File: src/rtl/if_stage.sv
// RV32I instruction-fetch stage: owns the PC, runs the req/ready fetch handshake,
// buffers one response under stall and drives the IF/ID pipeline register.
module if_stage #(
    parameter logic [31:0] RESET_PC = 32'h0000_0000,
    parameter logic [31:0] NOP_INST = 32'h0000_0013
) (
    input  logic        clk,
    input  logic        rstn,
    input  logic        stall_i,
    input  logic        redirect_i,
    input  logic [31:0] redirect_pc_i,
    output logic        imem_req_o,
    output logic [31:0] imem_addr_o,
    input  logic        imem_ready_i,
    input  logic [31:0] imem_rdata_i,
    output logic [31:0] pc_o,
    output logic        id_valid_o,
    output logic [31:0] id_pc_o,
    output logic [31:0] id_inst_o,
    output logic [6:0]  id_op_o,
    output logic [2:0]  id_funct3_o,
    output logic [6:0]  id_funct7_o,
    output logic [4:0]  id_rs1_o,
    output logic [4:0]  id_rs2_o,
    output logic [4:0]  id_rd_o
);

    typedef enum logic [1:0] {IDLE, FETCH, BUF, KILL} state_t;

    state_t      state;
    logic [31:0] buf_pc, buf_inst;
    logic [31:0] target;
    logic        accept;
    logic        ld_new;
    logic [31:0] ld_pc, ld_inst;
    logic        unused_pc_lsbs;

    assign target         = {redirect_pc_i[31:2], 2'b00};
    assign unused_pc_lsbs = ^redirect_pc_i[1:0];
    assign accept         = !stall_i || !id_valid_o;

    // Which instruction (if any) is offered to IF/ID this cycle
    always_comb begin
        ld_new  = 1'b0;
        ld_pc   = imem_addr_o;
        ld_inst = imem_rdata_i;
        case (state)
            FETCH: ld_new = imem_ready_i && !redirect_i && accept;
            BUF: begin
                ld_new  = !stall_i && !redirect_i;
                ld_pc   = buf_pc;
                ld_inst = buf_inst;
            end
            default: ld_new = 1'b0;
        endcase
    end

    // The address register doubles as the killed-request address: it is held
    // unchanged throughout KILL until the orphaned transaction completes.
    always_ff @(posedge clk or negedge rstn) begin
        if (!rstn) begin
            state       <= IDLE;
            pc_o        <= RESET_PC;
            imem_req_o  <= 1'b0;
            imem_addr_o <= RESET_PC;
            buf_pc      <= 32'h0;
            buf_inst    <= NOP_INST;
        end else begin
            case (state)
                IDLE: begin
                    state       <= FETCH;
                    imem_req_o  <= 1'b1;
                    imem_addr_o <= pc_o;
                end
                FETCH: begin
                    if (redirect_i) begin
                        pc_o <= target;
                        if (imem_ready_i) imem_addr_o <= target;
                        else              state       <= KILL;
                    end else if (imem_ready_i) begin
                        pc_o <= pc_o + 32'd4;
                        if (accept) begin
                            imem_addr_o <= pc_o + 32'd4;
                        end else begin
                            buf_pc     <= imem_addr_o;
                            buf_inst   <= imem_rdata_i;
                            imem_req_o <= 1'b0;
                            state      <= BUF;
                        end
                    end
                end
                BUF: begin
                    if (redirect_i) begin
                        pc_o        <= target;
                        imem_addr_o <= target;
                        imem_req_o  <= 1'b1;
                        state       <= FETCH;
                    end else if (!stall_i) begin
                        imem_addr_o <= pc_o;
                        imem_req_o  <= 1'b1;
                        state       <= FETCH;
                    end
                end
                KILL: begin
                    if (redirect_i) pc_o <= target;
                    if (imem_ready_i) begin
                        imem_addr_o <= redirect_i ? target : pc_o;
                        state       <= FETCH;
                    end
                end
                default: state <= IDLE;
            endcase
        end
    end

    // IF/ID register: flush beats stall, stall holds, otherwise load or bubble
    always_ff @(posedge clk or negedge rstn) begin
        if (!rstn) begin
            id_valid_o <= 1'b0;
            id_pc_o    <= 32'h0;
            id_inst_o  <= NOP_INST;
        end else if (redirect_i) begin
            id_valid_o <= 1'b0;
            id_inst_o  <= NOP_INST;
        end else if (stall_i && id_valid_o) begin
            id_valid_o <= 1'b1;
        end else if (ld_new) begin
            id_valid_o <= 1'b1;
            id_pc_o    <= ld_pc;
            id_inst_o  <= ld_inst;
        end else begin
            id_valid_o <= 1'b0;
            id_inst_o  <= NOP_INST;
        end
    end

    assign id_op_o     = id_inst_o[6:0];
    assign id_funct3_o = id_inst_o[14:12];
    assign id_funct7_o = id_inst_o[31:25];
    assign id_rs1_o    = id_inst_o[19:15];
    assign id_rs2_o    = id_inst_o[24:20];
    assign id_rd_o     = id_inst_o[11:7];

endmodule
File: config.mk
export PLATFORM = sky130hd
export DESIGN_NAME = if_stage
export DESIGN_NICKNAME = d
export VERILOG_FILES = /design/src/rtl/if_stage.sv
export SDC_FILE = /design/constraint.sdc
export NUM_CORES = 1
export LEC_CHECK = 0
export CORE_UTILIZATION = 45
export CTS_CLUSTER_DIAMETER = 30
export DETAILED_ROUTE_END_ITERATION = 10
export GPL_ROUTABILITY_DRIVEN = 0
export PLACE_DENSITY = 0.69
export SETUP_SLACK_MARGIN = 0.5
export SYNTH_ARGS = -nofsm -noshare
export SYNTH_HDL_FRONTEND = slang
export SYNTH_SLANG_ARGS = --single-unit
File: constraint.sdc
create_clock -name clk -period 2.9 [get_ports clk]
set_input_delay 0.29 -clock clk [delete_from_list [all_inputs] [get_ports clk]]
set_output_delay 0.29 -clock clk [all_outputs]
set_load 0.005 [all_outputs]
==> flow_summary.toml <==
[yosys]
synth_top_area_frac = 0.445
synth.cell_area_um2 = 10700
yosys_warnings = 0
ys_seq_elements = 196
synth_most_common_cell = "dfrtp_1"
synth_area_leaders = "dfrtp_1 (45%), mux2_2 (7.6%), mux2i_1 (7.6%), o21ai_0 (5.3%), nand2_1 (4.6%)"
synth.distinct_cells = 73
synth_async_sr_flop_share = 1.00
synth_commonest_cells = "dfrtp_1 (190), nand2_1 (132), o21ai_0 (112), mux2i_1 (81), mux2_2 (72)"
synth_edf_count = 0
synth_ff_type = "dfrtp_1"
synth_nets = 1179
ys_seq_area_frac = 0.460
yosysTopAreaCell = "dfrtp_1"
postSynthCellCount = 1105
postSynthAreaPerCell_um2 = 9.66

[timing]
clock_skew_ns = 0.0150
maxSlewHeadroom = 0.494
slew_violations = 0
min_period_ns = 2.37
hold_viol = 0
hold_ws_ns = 0.353
setup_viol = 0
rsz0062_at_grt = "yes"
post-route-period-util = 0.819
tightest_slew_ns = 0.759
setup_tns_ns = 0
clock.fmax_mhz = 421

[drt]
drc = 0
drt_pass1_iterations = 5
post_drt_wl_per_cell_um = 19.4
routed_wl_um = 31000
drtAntennaViolNets = 0
drt_iter0_drc = 702
vias = 9299
vias_per_cell = 5.83

[global_route]
grt_use_total = 0.258
grt_max_degree = 92
grt_pass1_vias = 8692
grt_pass1_wl_um = 48900
antenna_found_initial = 0
grt_overflow = 0

[cells_and_area]
stdcell_count = 1596
drive_above_1_share = 0.154
multiInputGateArea_um2 = 5130
nFillCells = 1980
diodes = 0
layout.core_utilization = 0.603
fin_nets = 1344
ff_latch_area_um2 = 4920
area_growth_pct = 29.5

[worst_setup_path]
critical_path_arrival_ns = 2.70
reg2regPathDepth = 6
timing.rr.start = "state[1]$_DFFE_PN0P_"
critPathCaptureType = "flop"
crit_fanout = 10
startpoint_type = "flop"
path_delay_family = "simple AND/OR/NAND/NOR gates"
path_buf_inv = 0
cp_cell_sequence = "ha_1, or2_4, nor4_4, or4b_1, mux2i_1, o21ai_1"
max_stage_delay_ns = 0.50
worstPathRequired_ns = 3.22
reg2reg_slack_ns = 0.53
r2r_end = "pc_o[24]$_DFFE_PN0P_"
slowest_stage = "or4b_1"
critPathKind = "reg2reg"

[floorplan]
fp.coreArea_um2 = 22900
die_x_um = 156
die_h_um = 156
top_level_ports = 231
initial_core_util = 0.466
die_area_um2 = 24300
rows = 55

[min_path]
hold_start = "redirect_i"
hold_class = "in2reg"
holdPathEnd = "pc_o[14]$_DFFE_PN0P_"
whs_path_depth = 2

[pwr]
finalPower_mw = 13.1
power_density_nw_per_um2 = 946
vdd_drop_max_v = 0.000402
p_leak_nw = 5.74

[placement]
dp_hpwl_um = 21500
dp_cells = 1556
io_buffers = 228

[job]
timing.max_cap.violations = 0

[clocking]
h-tree-depth = 4
insertion_delay_ns = 0.44
clk_pin_slew_ns = 0.08
clock_path_buffers = 2
cts_tree = "built"
cts_sinks = 196
cts_buffers = 17
root_buffer = "clkbuf_16"

[outcome]
outcome = "finished, final reports clean"
[report_power, final]
part           total, mW  switching (mW)  leakage, nW  internal (mW)
Clock               2.49            1.23        0.305           1.26
Combinational       5.75            2.85         2.91           2.90
Sequential          4.84            1.10         2.52           3.74
Total               13.1            5.18         5.74           7.90
[layout make-up]
class,count,area share
tap,313,0.0283
sequential,196,0.356
inverter,12,0.00326
clock inverter,15,0.0146
clock buffer,17,0.0308
multi-input combinational,765,0.371
timing repair buffer,278,0.196
[through the flow]
| stage | setup WS (ns) | instance area, µm² |
|---|---|---|
| 2_1_floorplan | 0.698 | 10700 |
| 3_3_place_gp | 0.453 | 13100 |
| 3_5_place_dp | 0.377 | 13100 |
| 4_1_cts | 0.494 | 13700 |
| 5_1_grt | 0.422 | 13800 |
| 6_report | 0.526 | 13800 |
[worst max-delay path by stage]
stage                    startpoint                    endpoint  cells after the start
5_1_grt        state[1]$_DFFE_PN0P_        pc_o[24]$_DFFE_PN0P_                      6
3_5_place_dp   state[1]$_DFFE_PN0P_        pc_o[23]$_DFFE_PN0P_                      7
6_report       state[1]$_DFFE_PN0P_        pc_o[24]$_DFFE_PN0P_                      6
4_1_cts        state[0]$_DFFE_PN0P_  imem_addr_o[8]$_DFFE_PN0P_                      7
2_1_floorplan  state[0]$_DFFE_PN0P_        pc_o[24]$_DFFE_PN0P_                      8
3_3_place_gp   state[1]$_DFFE_PN0P_        pc_o[23]$_DFFE_PN0P_                      7
[flip-flops by register name, summed over array words and instances, names as in the netlist]
signal	cells
id_valid_o	1
state	2
id_pc_o	32
id_inst_o	32
buf_pc	32
pc_o	32
imem_req_o	1
imem_addr_o	32
buf_inst	32
[metal layers]
| layer | wire [µm] | global-route usage | part of all wire | up-vias |
|---|---|---|---|---|
| met4 | 702 | 0.0808 | 0.023 | 0 |
| met3 | 2530 | 0.0489 | 0.081 | 50 |
| li1 | - | - | - | 4301 |
| met5 | 0 | 0 | 0 | - |
| met2 | 14000 | 0.397 | 0.45 | 433 |
| met1 | 13800 | 0.367 | 0.45 | 4515 |
[worst register-to-register path, stage by stage (launching register included)]
cell and delay (ns):
dfrtp_1 0.44, ha_1 0.34, or2_4 0.40, nor4_4 0.33, or4b_1 0.50, mux2i_1 0.17, o21ai_1 0.07
[cells by family (layout without fill, tap and decap cells)]
kind of cell             after synthesis  in the layout  share of synthesized area
adder cells (fa/ha/maj)                5              5                    0.00586
flip-flops                           196            196                      0.460
multiplexers                         153            153                      0.152
AO/OA/AOI/OAI                        270            270                      0.157
XOR/XNOR                               5              5                    0.00410
AND/OR/NAND/NOR                      331            332                      0.154
buffers and inverters                145            322                     0.0671
[repair_timing]
item                                    CTS  global route
setup buffers                             1             5
endpoints found under the setup margin   40            37
gates cloned                              0             1
gates resized for setup                   5            12
hold buffers                              1             0
pin swaps                                 1             4
endpoints found under the hold margin    87             0
[placed cells by master (no fill, tap or decap), drive strengths merged, types with 5 or more instances in the layout]
master,Yosys,routed
clkdlybuf4s50,0,226
dfrtp,190,190
nand2,132,132
o21ai,117,117
mux2i,81,81
mux2,72,72
nor2,68,68
buf,69,50
a21oi,41,41
nor3,25,25
nand4,24,24
nand3,21,21
a22oi,19,19
inv,12,19
clkbuf,64,18
o22ai,15,15
nor4,15,15
a31oi,10,10
or3,8,8
or2,6,7
clkinv,0,7
and3,6,6
a221o,6,6
dfstp,6,6
nand2b,6,6
a211oi,5,5
o31ai,5,5
a32oi,5,5
o211ai,5,5
nor2b,5,5
ha,5,5
Note: power is estimated with default switching activity, not from simulation.
